--- src/rtl/diag_pkg.sv ---
// Shared sizes, FSM state type and lane helpers for the diagonal skew feeder.
package diag_pkg;

  localparam int unsigned LANE_W = 16;
  localparam int unsigned LANES  = 3;
  localparam int unsigned DIAG_W = LANES * LANE_W;
  localparam int unsigned STEP_W = $clog2(2 * LANES);
  localparam int unsigned NSTEPS = 2 * LANES - 1;

  typedef enum logic {
    LOAD  = 1'b0,
    DRAIN = 1'b1
  } state_e;

  // Extract lane k of a packed row/diagonal word.
  function automatic logic [LANE_W-1:0] lane_slice(input logic [DIAG_W-1:0] word,
                                                   input int unsigned       k);
    return word[k*LANE_W +: LANE_W];
  endfunction

  // True when lane k at drain step s reads tile row r; the extra sign bit stops s-k wrapping.
  function automatic logic row_hit(input logic [STEP_W-1:0] s,
                                   input int unsigned       k,
                                   input int unsigned       r);
    logic [STEP_W+1:0] d;
    d = {2'b00, s} - (STEP_W+2)'(k);
    return !d[STEP_W+1] && (d == (STEP_W+2)'(r));
  endfunction

endpackage

--- src/rtl/diag_tile_buf.sv ---
// LANES x LANES tile register array: row-indexed write, per-lane skewed read with zero mask.
module diag_tile_buf
  import diag_pkg::*;
(
  input  logic              clock,
  input  logic              reset_n,
  input  logic              i_wr_en,
  input  logic [STEP_W-1:0] i_wr_row,
  input  logic [DIAG_W-1:0] i_wr_data,
  input  logic [STEP_W-1:0] i_rd_step,
  output logic [DIAG_W-1:0] o_rd_word
);

  logic [DIAG_W-1:0] r_rows [LANES];

  always_ff @(posedge clock or negedge reset_n) begin
    if (!reset_n) begin
      for (int r = 0; r < int'(LANES); r++) r_rows[r] <= '0;
    end else begin
      for (int r = 0; r < int'(LANES); r++) begin
        if (i_wr_en && (i_wr_row == STEP_W'(r))) r_rows[r] <= i_wr_data;
      end
    end
  end

  // Lane k takes A[s-k][k]; lanes whose row falls outside the tile stay zero.
  always_comb begin
    o_rd_word = '0;
    for (int k = 0; k < int'(LANES); k++) begin
      for (int r = 0; r < int'(LANES); r++) begin
        if (row_hit(i_rd_step, k, r)) o_rd_word[k*LANE_W +: LANE_W] = lane_slice(r_rows[r], k);
      end
    end
  end

endmodule

--- src/rtl/diagonal_skew_feeder.sv ---
// Loads a LANES x LANES tile row by row and drains it as 2*LANES-1 skewed diagonal words.
// Optional DIAG_TILE_CNT_EN adds a 16-bit count of completed tiles on tile_count.
module diagonal_skew_feeder
  import diag_pkg::*;
(
  input  logic              clock,
  input  logic              reset_n,
  input  logic              in_valid,
  output logic              in_ready,
  input  logic [DIAG_W-1:0] in_row,
  input  logic              abort,
  output logic [DIAG_W-1:0] output_diagonal,
  output logic              diag_valid,
  output logic              tile_last
`ifdef DIAG_TILE_CNT_EN
  ,
  output logic [15:0]       tile_count
`endif
);

  state_e            r_state, w_state_nxt;
  logic [STEP_W-1:0] r_row_cnt, w_row_cnt_nxt;
  logic [STEP_W-1:0] r_step, w_step_nxt;
  logic [DIAG_W-1:0] r_diag, w_diag_nxt;
  logic              r_valid, w_valid_nxt;
  logic              r_last, w_last_nxt;
  logic              w_accept;
  logic [STEP_W-1:0] w_rd_step;
  logic [DIAG_W-1:0] w_rd_word;

  // Ready is low in reset, while draining, and in any abort cycle.
  assign in_ready  = reset_n && (r_state == LOAD) && !abort;
  assign w_accept  = in_valid && in_ready;
  assign w_rd_step = (r_state == LOAD) ? '0 : r_step;

  diag_tile_buf u_buf (
    .clock     (clock),
    .reset_n   (reset_n),
    .i_wr_en   (w_accept),
    .i_wr_row  (r_row_cnt),
    .i_wr_data (in_row),
    .i_rd_step (w_rd_step),
    .o_rd_word (w_rd_word)
  );

  // r_step is one ahead of the word on the output: step 0 is registered by the last row handshake.
  always_comb begin
    w_state_nxt   = r_state;
    w_row_cnt_nxt = r_row_cnt;
    w_step_nxt    = r_step;
    w_diag_nxt    = '0;
    w_valid_nxt   = 1'b0;
    w_last_nxt    = 1'b0;
    if (abort) begin
      w_state_nxt   = LOAD;
      w_row_cnt_nxt = '0;
      w_step_nxt    = '0;
    end else begin
      case (r_state)
        LOAD: begin
          if (w_accept) begin
            if (r_row_cnt == STEP_W'(LANES - 1)) begin
              w_state_nxt   = DRAIN;
              w_row_cnt_nxt = '0;
              w_step_nxt    = STEP_W'(1);
              w_diag_nxt    = w_rd_word;
              w_valid_nxt   = 1'b1;
            end else begin
              w_row_cnt_nxt = r_row_cnt + STEP_W'(1);
            end
          end
        end
        DRAIN: begin
          if (r_step == STEP_W'(NSTEPS)) begin
            w_state_nxt = LOAD;
            w_step_nxt  = '0;
          end else begin
            w_diag_nxt  = w_rd_word;
            w_valid_nxt = 1'b1;
            w_last_nxt  = (r_step == STEP_W'(NSTEPS - 1));
            w_step_nxt  = r_step + STEP_W'(1);
          end
        end
        default: begin
          w_state_nxt   = LOAD;
          w_row_cnt_nxt = '0;
          w_step_nxt    = '0;
        end
      endcase
    end
  end

  always_ff @(posedge clock or negedge reset_n) begin
    if (!reset_n) begin
      r_state   <= LOAD;
      r_row_cnt <= '0;
      r_step    <= '0;
      r_diag    <= '0;
      r_valid   <= 1'b0;
      r_last    <= 1'b0;
    end else begin
      r_state   <= w_state_nxt;
      r_row_cnt <= w_row_cnt_nxt;
      r_step    <= w_step_nxt;
      r_diag    <= w_diag_nxt;
      r_valid   <= w_valid_nxt;
      r_last    <= w_last_nxt;
    end
  end

  assign output_diagonal = r_diag;
  assign diag_valid      = r_valid;
  assign tile_last       = r_last;

`ifdef DIAG_TILE_CNT_EN
  logic [15:0] r_tile_cnt;

  // Counts with the final word; an aborted tile never reaches it.
  always_ff @(posedge clock or negedge reset_n) begin
    if (!reset_n)        r_tile_cnt <= '0;
    else if (w_last_nxt) r_tile_cnt <= r_tile_cnt + 16'd1;
  end

  assign tile_count = r_tile_cnt;
`endif

endmodule
--- config.mk ---
export PLATFORM = sky130hd
export DESIGN_NAME = diagonal_skew_feeder
export DESIGN_NICKNAME = d
export VERILOG_FILES = /design/src/rtl/diag_pkg.sv /design/src/rtl/diag_tile_buf.sv /design/src/rtl/diagonal_skew_feeder.sv
export SDC_FILE = /design/constraint.sdc
export NUM_CORES = 1
export LEC_CHECK = 0
export BUFFER_PORTS_ARGS = -buffer_cell sky130_fd_sc_hd__buf_2
export CAP_MARGIN = 20
export CORE_MARGIN = 8
export CORE_UTILIZATION = 40
export CTS_BUF_LIST = sky130_fd_sc_hd__clkbuf_4 sky130_fd_sc_hd__clkbuf_8 sky130_fd_sc_hd__clkbuf_16
export DETAILED_ROUTE_END_ITERATION = 7
export GPL_ROUTABILITY_DRIVEN = 0
export PLACE_DENSITY = 0.54
export SYNTH_ARGS = -nofsm -noshare
export SYNTH_HDL_FRONTEND = slang
export SYNTH_SLANG_ARGS = --single-unit
--- constraint.sdc ---
create_clock -name clock -period 2.1 [get_ports clock]
set_input_delay 0.105 -clock clock [delete_from_list [all_inputs] [get_ports clock]]
set_output_delay 0.105 -clock clock [all_outputs]
set_load 0.05 [all_outputs]
# Word-level counts from Yosys, hierarchy flattened
# Cells that the tools add are included.
# Widths: inputs -> output; s select.
# op_classes
n_addsub	4
eq_ne	13
reduce_logical	22
n_bitwise	1
mux	32
# op_table
cell	n
$mux 48	4
$mux 16	9
$pmux 48 s2	1
$mux 3	9
$logic_not 5->1	3
$logic_and 1x1->1	12
$eq 5x1->1 const B	2
$eq 5x2->1 const B	2
$mux 1	7
$add 3x1->3 const B	2
$eq 3x1->1 const B	2
$eq 3x2->1 const B	2
$eq 3x3->1 const B	2
$ne 3x2->1 const B	2
$pmux 3 s2	1
$reduce_and 2->1	2
$sub 3x1->4 const B	1
$sub 3x2->4 const B	1
$logic_not 1->1	3
$logic_not 3->1	1
$ne 2x2->1 const B	1
$pmux 1 s2	1
$reduce_bool 2->1	1
$not 1->1	1
# word_totals
register_bits	200
input_bits	52
wordCells	80
out_inout_bits	51

# Longest topological paths before layout
# Gate-level depths: netlist of the first run.
# depth
word_depth	11
depth_mapped	6
ltp_nobuf	3

# Modules after synthesis
# From an unflattened synthesis of the first run, not the netlist that was laid out.
# unflattened
cells_unflattened	641
hier_area_um2	8812.2
# modules_own_cells
mod	area_each_um2	cells_each	n_inst	seq_area_each_um2
diag_tile_buf	6782.8	492	1	3603.5
diagonal_skew_feeder	2029.4	149	1	1401.3

# Least setup slack after synthesis of the first run
# OpenSTA, ideal clock, no wires.
# synth_path
path_kind	flip-flop to output port
startpoint	register, netlist name diag_valid
endpoint	output port in_ready
t_arrival_ns	2.138
path_stages_with_launch	4
path_slack_ns	-0.143
path_buffers	2
required_time_ns	1.995
path_cell_list	dfrtp_1 > buf_2 > buf_2 > nor3b_1
# synth_rtl
item	line	rtl
end, declared	diagonal_skew_feeder.sv:9	output logic in_ready,

# Final worst setup path of the first run
# layout_path
startpoint	input port abort
endpoint	register u_buf.r_rows[101] (netlist name)
# layout_via
elab_chain_cells	4
# layout_rtl
item	line	rtl
start, declared	diagonal_skew_feeder.sv:11	input logic abort,
$logic_not 1->1	diagonal_skew_feeder.sv:32	assign in_ready = reset_n && (r_state == LOAD) && !abort;
$logic_and 1x1->1	diagonal_skew_feeder.sv:32	
$logic_and 1x1->1	diagonal_skew_feeder.sv:33	assign w_accept = in_valid && in_ready;
$logic_and 1x1->1	diag_tile_buf.sv:21	if (i_wr_en && (i_wr_row == STEP_W'(r))) r_rows[r] <= i_wr_data;
end signal, assigned by index	diag_tile_buf.sv:21	
end, declared	diag_tile_buf.sv:14	logic [DIAG_W-1:0] r_rows [LANES];
# No other way between the ends.
# A chain may end at the register's enable or synchronous reset.

==> results.md, run 1 <==
* Run status: complete, but fails checks
* Failing checks: negative hold slack
* Crit. End Element: register
* Post-synth net total at 685
* Synth warnings at 0
* Number of global-route vias before repair at around 6400
* Cell count after synthesis at 633
* Reg clk slew, reported paths at 70 ps
* Final Cycle Share at 93.29%
* Initial antenna violation count at 1
* Clk sink count at 200
* Placed insts at 991
* Later-pin clock latency in the skew report at 430 ps
* Sequential fraction of the synthesis area at 58.06%
* First-pass GRT wire length at approximately 34 mm
* Commonest non-fill, non-tap cell in the layout: dfrtp_1
* VDD IR-drop max at 0.4396 mV
* Nature of the critical path startpoint: input port
* Multi-input logic area at 0.003388 mm^2
* Pre-Repair DR Iteration Count at 5
* Total Neg Setup Slack at 0 ps
* Hold buffers post-CTS at 52
* Setup WS pre-CTS at 179.4 ps
* Worst Tran Pin Value at 716.6 ps
* Cts repair resizes at 0
* Top cell type's share of synthesized area at 58.06%
* Fill cells at 1848
* Slew HR at 52.23%
* Critical path's slowest cell: dlygate4sd3_1
* Most frequent cells in the layout: 199 x dfrtp_1, 146 x mux2_2, 101 x buf_2
* Top Ports at 103
* Grt met3 use at about 3.6%
* Initial Utilization at 40.87%
* Hold Path Class: input port to asynchronous set/reset pin
* Vias per inst at 5.291
* DRT Wirelength at 21.03 mm
* CTS root buf: clkbuf_16
* Max-Cap Viols at 0
* Largest net degree at the start of global routing at 58
* CP peak stage delay at between 500 and 600 ps
* H-tree depth at 4
* Nets at 839
* Die area at between 0.02 and 0.03 mm^2
* Largest cells by area after synthesis: dfrtp_1 58%, mux2_2 19%, mux2_4 5.1%, a22oi_1 2.8%, nor2_1 2.1%
* Hold Fails Final Rpt at 56
* Mapped cell area at 0.008620 mm^2
* CORE AREA at 0.02109 mm^2
* Worst Path Required at around 2400 ps
* Port Buf Inserts at 102
* Post-route setup slack at 141.0 ps
* Fin util at approximately half
* Postcts setup bufs at 0
* Chip height at 162.8 um
* RSZ-0062 raised after global routing: no
* Tot GR Track Use at 16.52%
* GR Util met1 at 21.16%
* Congestion Overflow GR at 0
* Final instance area at ~0.011 mm^2
* Initial DRC Count at 243
* Routed len/inst at 19.54 um
* Total number of vias at 5693
* Skew final at about 12 ps
* Area leader, netlist: dfrtp_1
* Power per cell area at between 800 and 900 mW/mm^2
* Max FO, Critical Path at 24
* Layout area overhead at 23.78%
* Top Usage Layer GRT: met2
* Netlist cell types at 31
* WHS at -514.6 ps
* Worst Path Arrival at around 2300 ps
* CTS tree: done
* Met2 Track Usage GR at 27.24%
* Fin crit period at 1959 ps
* CP bufs+invs at 3
* Share of cells above drive strength 1 at 44.00%
* Max Fclk at a little over 0.5 GHz
* Hpwl dp at 13.23 mm
* Clk buf depth at 2
* DRC at 0
* Leakage power at 5.155 nW
* Post-route insts no fill at between 1000 and 1500
* Die width at 162.8 um
* Inserted Clock Buffers at 17
* Syn avg cell area at 13.62 um^2
* Max Slew Vio Count at 0
* Rows at 53
* Final setup viols at 0
* Reg area at 0.005006 mm^2
* Post-route ant nets at 0
* CP Class: input port to register
* Critical path cell sequence: dlygate4sd3_1, buf_2, nand4bb_1, nor4_4, buf_4, mux2_2
* Post-synthesis register bit count at 200
* Delay-heaviest family, CP: buffers and inverters
* Placed inst area at roughly 0.0096 mm^2
==> state kept, by name (all words and copies together), names as in the netlist <==
register	count
u_buf.r_rows	144
r_row_cnt	3
diag_valid	1
output_diagonal	48
r_step	3
tile_last	1
==> metrics by stage <==
step | power (W) | hold WS [ps]
after global routing | 0.009161 | -538.7
final | 0.008747 | -514.6
after floorplan | 0.005181 | -190.6
after CTS | 0.008856 | -536.7
after detailed placement | 0.005520 | -75.02
after global placement | 0.005443 | -74.27
==> layout make-up <==
class / count / share of cell area (%)
inverter: 2 / 0.07036
sequential: 200 / 46.92
timing repair buffer: 186 / 12.56
tap: 275 / 3.225
antenna: 1 / 0.02345
multi-input combinational: 380 / 31.76
clock inverter: 12 / 1.067
clock buffer: 20 / 4.374
==> worst paths after layout <==
kind,startpoint,to,slack (ps),cells after the start
min reg2reg,u_buf.r_rows[28],u_buf.r_rows[28],500,1
min,reset_n,diag_valid,-510,1
max in group asynchronous,reset_n,r_step[0],1080,3
max,abort,u_buf.r_rows[101],140,6
min in group clock,in_valid,r_row_cnt[0],200,4
max reg2reg,diag_valid,u_buf.r_rows[101],190,4
==> kinds of logic after synthesis <==
logic type	after synthesis	synth area share, %
DFF	200	58.06
buffers and inverters	53	3.281
and+or+nand+nor	126	8.085
AOI/OAI and AO/OA	79	6.445
muxes	175	24.13
==> layer usage <==
layer	vias up	wire length, um
li1	2595	-
met1	2945	9625
met2	128	10270
met3	25	815
met4	0	316
met5	-	0
==> Yosys cell counts <==
cell type and count:
and4b_1 1, nor2b_1 5, clkbuf_1 19, a22oi_1 32, nor2_1 49, nor4bb_1 2
nand4bb_1 2, dfrtp_1 200, and4bb_4 1, o311ai_0 2, buf_6 7, nor4_2 1
inv_1 1, buf_2 24, nand2b_1 3, a21oi_1 23, o21ai_0 3, mux2_2 146
clkbuf_2 1, nand3_2 1, clkinv_1 1, mux2_4 29, a21o_1 1, nand3b_1 19
and3b_1 3, or3_1 17, a311oi_1 17, nand2_1 18, nand2_2 1, o221a_2 1
nor3b_1 3
==> report_power, final <==
group | internal (W) | leakage, nW | switching [W] | total, W
clock network | 0.00175 | 0.288 | 0.00148 | 0.00323
logic | 0.000635 | 2.22 | 0.000374 | 0.00101
registers | 0.00427 | 2.64 | 0.000238 | 0.00451
total | 0.00666 | 5.15 | 0.00209 | 0.00875
(Power assumes the default switching activity.)
==> inputs of run 2 (changes only) <==
Settings changed: CORE_ASPECT_RATIO set to 2, SYNTH_HIERARCHICAL set to 1.
==> run 2 against run 1 <==
The run still ends with negative hold slack left. Sequential share of layout area decreased by 1.1 points. Setup slack got worse by 68 ps. Worst hold slack improved by 360 ps. Die area increased by 3.1%. Combinational power decreased by 6%. Clock power increased by 6.2%. Core utilization decreased by 0.63 points. Register-to-register slack got worse by 120 ps. Non-clock buffer count decreased by 3. Largest cell class unchanged. Highest routed layer unchanged.
==> results.md, run 2 <==
* Failing checks: negative hold slack
* Die area at 0.02732 mm^2
* Pint at around 0.007 W
* CP Class: register to register
* Max Fclk at 0.4933 GHz
* Top-count cell post-synth: dfrtp_1
* Post-route setup slack at roughly 73 ps
* Initial antenna violation count at 0
* Max FO, Critical Path at 17
* Leakage power at 5.281 nW
* Hold Path Class: input port to asynchronous set/reset pin
* Most used cell, CP: buf_4
* Layout area overhead at 24.00%
* Hold buffers post-CTS at 50
* Net Sw Power at about 0.0020 W
* Netlist cell types at 42
* Clk pwr share at between 30 and 40%
* Vias per inst at 5.016
* Crit. End Element: register
* Number of global-route vias before repair at 6163
* Top Ports at roughly 100
* Top cell type's share of synthesized area at between 50 and 60%
* Max reg flops at 144
* Hold Fails Final Rpt at 149
* Clk sink count at 200
* Rows at 77
* Most frequent cells in the layout: 199 x dfrtp_1, 102 x mux2_2, 101 x buf_2
* CP peak stage delay at 430 ps
* Sequential fraction of the synthesis area at a little under three fifths
* Chip height at 225.9 um
* RSZ-0062 raised after global routing: yes
* Final instance area at 0.01093 mm^2
* Setup WS pre-CTS at 128.2 ps
* Top_reg_cell synth: dfrtp_1
* Share of cells above drive strength 1 at 40.84%
* Port Buf Inserts at 102
* Final setup viols at 0
* CORE AREA at 0.02187 mm^2
* Critical path cell sequence: nor4bb_1, buf_4, nor4b_4, buf_4, buf_6, mux2_2
* Critical path's slowest cell: dfrtp_2
* Number of synthesized flops with an enable pin at 0
* Mapped cell area at between 0.008 and 0.009 mm^2
* Skew final at 12.87 ps
* Routed len/inst at 18.66 um
* Sw Share at 23.06%
* Slew HR at 46.25%
* Power per cell area at 811.0 mW/mm^2
* Commonest non-fill, non-tap cell in the layout: dfrtp_1
* Fin crit period at around 2000 ps
* Nets at 853
* Max-Cap Viols at 0
* Fin util at 49.96%
* Largest cells by area after synthesis: dfrtp_1 57%, mux2_2 13%, mux2_4 6.8%, and3_1 3.5%, nand2_1 2.8%
* VDD IR-drop max at 0.5727 mV
* Congestion Overflow GR at 0
* Placed insts at 1005
* Worst Tran Pin Value at a little over 800 ps
* Total number of vias at 5462
* H-tree depth at 4
* Fill cells at about 1900
* Initial DRC Count at 239
* Post-route ant nets at 0
* Run status: complete, but fails checks
* Inserted Clock Buffers at 17
* Syn avg cell area at 13.75 um^2
* Top post-synthesis cells by count: 200 x dfrtp_1, 102 x mux2_2, 65 x nand2_1, 49 x and3_1, 40 x mux2_4
* Tot GR Track Use at 15.83%
* Max Slew Vio Count at 0
* Initial Utilization at between 40 and 50%
* Logic gate share of total power at between 10% and 20%
* Synth warnings at 6
* Final Cycle Share at a little over nine tenths
* Largest Register: u_buf/r_rows
* Async S/R FF share, synth at 100.0%
* Hpwl dp at 12.66 mm
* # diodes at 0
* Worst Path Required at 2430 ps
* WHS at -156.9 ps
* Multi-input logic area at ~0.0035 mm^2
* CTS tree: done
* First-pass GRT wire length at 33.80 mm
* Die width at 121.0 um
* Area leader, netlist: dfrtp_1
* Pre-Repair DR Iteration Count at 4
* Worst Path Arrival at 2360 ps
* Post-route insts no fill at between 1000 and 1500
* Clk buf depth at 2
* Largest net degree at the start of global routing at about 150
* Cell count after synthesis at approximately 640
* Nature of the critical path startpoint: register
* Sequential group share of total power at 50.6%
* Post-synthesis register bit count at 200
* CTS root buf: clkbuf_16
* Reg area at 0.005006 mm^2
* Placed inst area at 0.009764 mm^2
* DRT Wirelength at 20.32 mm
* Later-pin clock latency in the skew report at ~450 ps
* Reg clk slew, reported paths at 80 ps
* DRC at 0
* Post-synth net total at 694
## run 2: final cells by class
cell class / instances / share of cell area, %
Clock buffer: 19 / 4.145
Clock inverter: 13 / 1.534
Inverter: 3 / 0.1489
Multi-Input combinational cell: 395 / 32.12
Sequential cell: 200 / 45.81
Tap cell: 276 / 3.160
Timing Repair Buffer: 183 / 13.08
## run 2: what timing repair did
| item | in CTS | in global routing |
|---|---|---|
| endpoints found under the setup margin | 0 | 46 |
| buffers inserted | 0 | 1 |
| gates resized for setup | 0 | 1 |
| endpoints found under the hold margin | 344 | 108 |
## run 2: metrics by stage
| step | power (W) | TNS (ps) |
|---|---|---|
| after floorplan | 0.005110 | -2551 |
| after global placement | 0.005390 | 0 |
| after detailed placement | 0.005430 | 0 |
| after CTS | 0.008990 | 0 |
| after global routing | 0.009278 | -664.8 |
| final | 0.008861 | 0 |
## run 2: cell families after synthesis
| kind of cell | Yosys count | share of synthesized area, % |
|---|---|---|
| AND/OR/NAND/NOR | 143 | 9.200 |
| multiplexers | 179 | 24.34 |
| flip-flops | 200 | 56.79 |
| adder cells (fa/ha/maj) | 1 | 0.1420 |
| buffers and inverters | 46 | 3.763 |
| AO/OA/AOI/OAI | 72 | 5.765 |
## run 2: path summary, 6_finish.rpt
path / start / endpoint / slack (ps) / cells past startpoint
setup / recovery: diag_valid / u_buf/r_rows[119] / 70 / 6
hold / removal: reset_n / u_buf/r_rows[83] / -160 / 2
setup reg to reg: diag_valid / u_buf/r_rows[119] / 70 / 6
hold reg to reg: u_buf/r_rows[127] / u_buf/r_rows[127] / 480 / 1
max in group asynchronous: reset_n / output_diagonal[1] / 1460 / 4
min in group clock: abort / r_row_cnt[0] / 40 / 3
## run 2: power groups by stage
stage               clock network (W)  logic (W)  registers [W]
floorplan                           0   0.000622        0.00449
global placement                    0   0.000856        0.00453
detailed placement                  0   0.000881        0.00455
CTS                           0.00355   0.000964        0.00448
global route                  0.00369    0.00106        0.00453
finish                        0.00343   0.000953        0.00448
## run 2: routing by layer
layer | part of all wire, % | track usage (%) | routed length [um] | up-vias
li1 | - | - | - | 2573
met1 | 45 | 19.99 | 9163 | 2777
met2 | 50 | 25.73 | 10140 | 93
met3 | 3.6 | 3.906 | 722 | 19
met4 | 1.5 | 5.474 | 300 | 0
met5 | 0 | 0 | 0 | -
## run 2: critical path: cells and delay by family (launching register included)
kind / cells / cell delay (ps)
buffers and inverters: 3 / 630
flip-flops: 1 / 430
multiplexers: 1 / 360
AND/OR/NAND/NOR: 2 / 490
==> inputs of run 3 (changes only) <==
--- a/config.mk
+++ b/config.mk
@@ -7,2 +7,3 @@
 export LEC_CHECK = 0
+export ABC_CLOCK_PERIOD_IN_PS = 2100
 export BUFFER_PORTS_ARGS = -buffer_cell sky130_fd_sc_hd__buf_2
==> constraint.sdc (replaced) <==
create_clock -name clock -period 2.1 [get_ports clock]
set_input_delay 0.42 -clock clock [delete_from_list [all_inputs] [get_ports clock]]
set_output_delay 0.42 -clock clock [all_outputs]
set_load 0.05 [all_outputs]
==> run 3 against run 2 <==
The run now ends clean. Sequential power is essentially flat. Critical endpoint is now in_ready. Final cell count decreased by 3.4%. Core utilization decreased by 1.7 points. Sequential cell count unchanged. First-iteration DRC count rose by 15%. Clock skew down 5.6 ps.
==> results.md, run 3 (same netlist as run 2, synthesis figures left out) <==
* Setup WS pre-CTS at -53.34 ps
* Tot GR Track Use at roughly 15%
* Run status: complete, no violations
* Fin crit period at approximately 2000 ps
* CP bufs+invs at 2
* Critical path's slowest cell: dfrtp_2
* Most frequent cells in the layout: 199 x dfrtp_1, 102 x mux2_2, 100 x buf_2
* Clk buf depth at 2
* Final instance area at 0.01055 mm^2
* VDD IR-drop max at 0.5136 mV
* Congestion Overflow GR at 0
* Hold Fails Final Rpt at 0
* Max-Cap Viols at 0
* Pre-Repair DR Iteration Count at 4
* Hpwl dp at 12.65 mm
* Total number of vias at 5388
* Final Cycle Share at 95.34%
* DRT Wirelength at 19.81 mm
* WHS at 188.9 ps
* Initial antenna violation count at 2
* Post-route ant nets at 0
* Crit. End Element: output port
* Levels on crit path at 3
* Reg clk slew, reported paths at 70 ps
* Multi-input logic area at ~0.0035 mm^2
* CP peak stage delay at 480 ps
* Layout area overhead at 19.66%
* Max FO, Critical Path at 7
* Die width at 121.0 um
* Nets at 815
* H-tree depth at 4
* Share of cells above drive strength 1 at roughly 44%
* Worst Path Required at 1680 ps
* Initial Utilization at 40.29%
* CORE AREA at about 0.022 mm^2
* Fill cells at approximately 1900
* Critical path cell sequence: buf_4, nor3b_1, clkbuf_4
* Placed inst area at 0.009874 mm^2
* Max Slew Vio Count at 0
* Initial DRC Count at 276
* Inserted Clock Buffers at 17
* RSZ-0062 raised after global routing: no
* Die area at between 0.02 and 0.03 mm^2
* DRC at 0
* Max reg flops at 144
* R2R cell count at 6
* Top Ports at 103
* Post-route setup slack at approximately 98 ps
* Worst Path Arrival at between 1500 and 2000 ps
* Reg area at 0.005006 mm^2
* Max Fclk at 0.4995 GHz
* Routed len/inst at 18.83 um
* CTS tree: done
* Overall power at 0.008613 W
* Power per cell area at 816.8 mW/mm^2
* CTS root buf: clkbuf_16
* Slew HR at 42.06%
* Port Buf Inserts at 102
* Worst Tran Pin Value at 866.2 ps
* CP Class: register to output port
* Chip height at about 230 um
* Hold Path Class: input port to asynchronous set/reset pin
* Nature of the critical path startpoint: register
* First-pass GRT wire length at 32.58 mm
* Number of global-route vias before repair at 5858
* FF-to-FF setup slack at around 150 ps
* Leakage power at 5.128 nW
* Rows at 77
* Final setup viols at 0
* Skew final at a little over 7 ps
* Vias per inst at 5.122
* Commonest non-fill, non-tap cell in the layout: dfrtp_1
* Later-pin clock latency in the skew report at 450 ps
* Largest net degree at the start of global routing at 114
* Clk sink count at 200
* Fin util at about half
* Largest Register: u_buf/r_rows
* Delay-heaviest family, CP: flip-flops
[run 3: area by class of cell]
cell class	instances	area share, %
Timing Repair Buffer	145	10.13
Clock inverter	14	1.353
Clock buffer	18	4.165
Multi-Input combinational cell	395	33.42
Tap cell	276	3.275
Sequential cell	200	47.47
Antenna cell	1	0.02373
Inverter	3	0.1542
[run 3: worst reg2reg max path, stage by stage (launching register included)]
cell      delay (ps)
dfrtp_2          480
nor4bb_4         280
buf_4            180
nor4b_4          200
buf_6            190
buf_12           160
mux2_1           340
[run 3: worst paths after layout]
kind                                   start           endpoint
max in group asynchronous            reset_n   u_buf/r_rows[93]
min                                  reset_n   u_buf/r_rows[85]
min in group clock                in_row[45]  u_buf/r_rows[141]
min reg2reg                u_buf/r_rows[126]  u_buf/r_rows[126]
max reg2reg                       diag_valid  u_buf/r_rows[123]
max                               diag_valid           in_ready
[run 3: metal layers]
metal / up-vias / wire length [um] / track usage, %
li1: 2501 / - / -
met1: 2763 / 8761 / 19.62
met2: 101 / 9755 / 24.35
met3: 21 / 995 / 4.782
met4: 2 / 287 / 5.556
met5: - / 13 / 0
[run 3: repair_timing]
| item | 4_1_cts | 5_1_grt |
|---|---|---|
| endpoints found under the setup margin | 12 | 67 |
| pin swaps | 0 | 2 |
| endpoints found under the hold margin | 19 | 0 |
| resized for setup | 1 | 3 |
| buffers inserted | 0 | 4 |
| hold buffers | 1 | 0 |
| cloned | 0 | 1 |
[run 3: through the flow]
stage | setup TNS [ps] | instances
2_1_floorplan | -2637 | 641
3_3_place_gp | -1300 | 1013
3_5_place_dp | -789.3 | 1013
4_1_cts | 0 | 1046
5_1_grt | 0 | 1051
6_report | 0 | 1052
[run 3: report_power, final]
group | internal (W) | switching [W] | total, W
sequential | 0.00427 | 0.000206 | 0.00448
combinational | 0.000544 | 0.000342 | 0.000886
clock | 0.00170 | 0.00155 | 0.00325
total | 0.00651 | 0.00210 | 0.00861
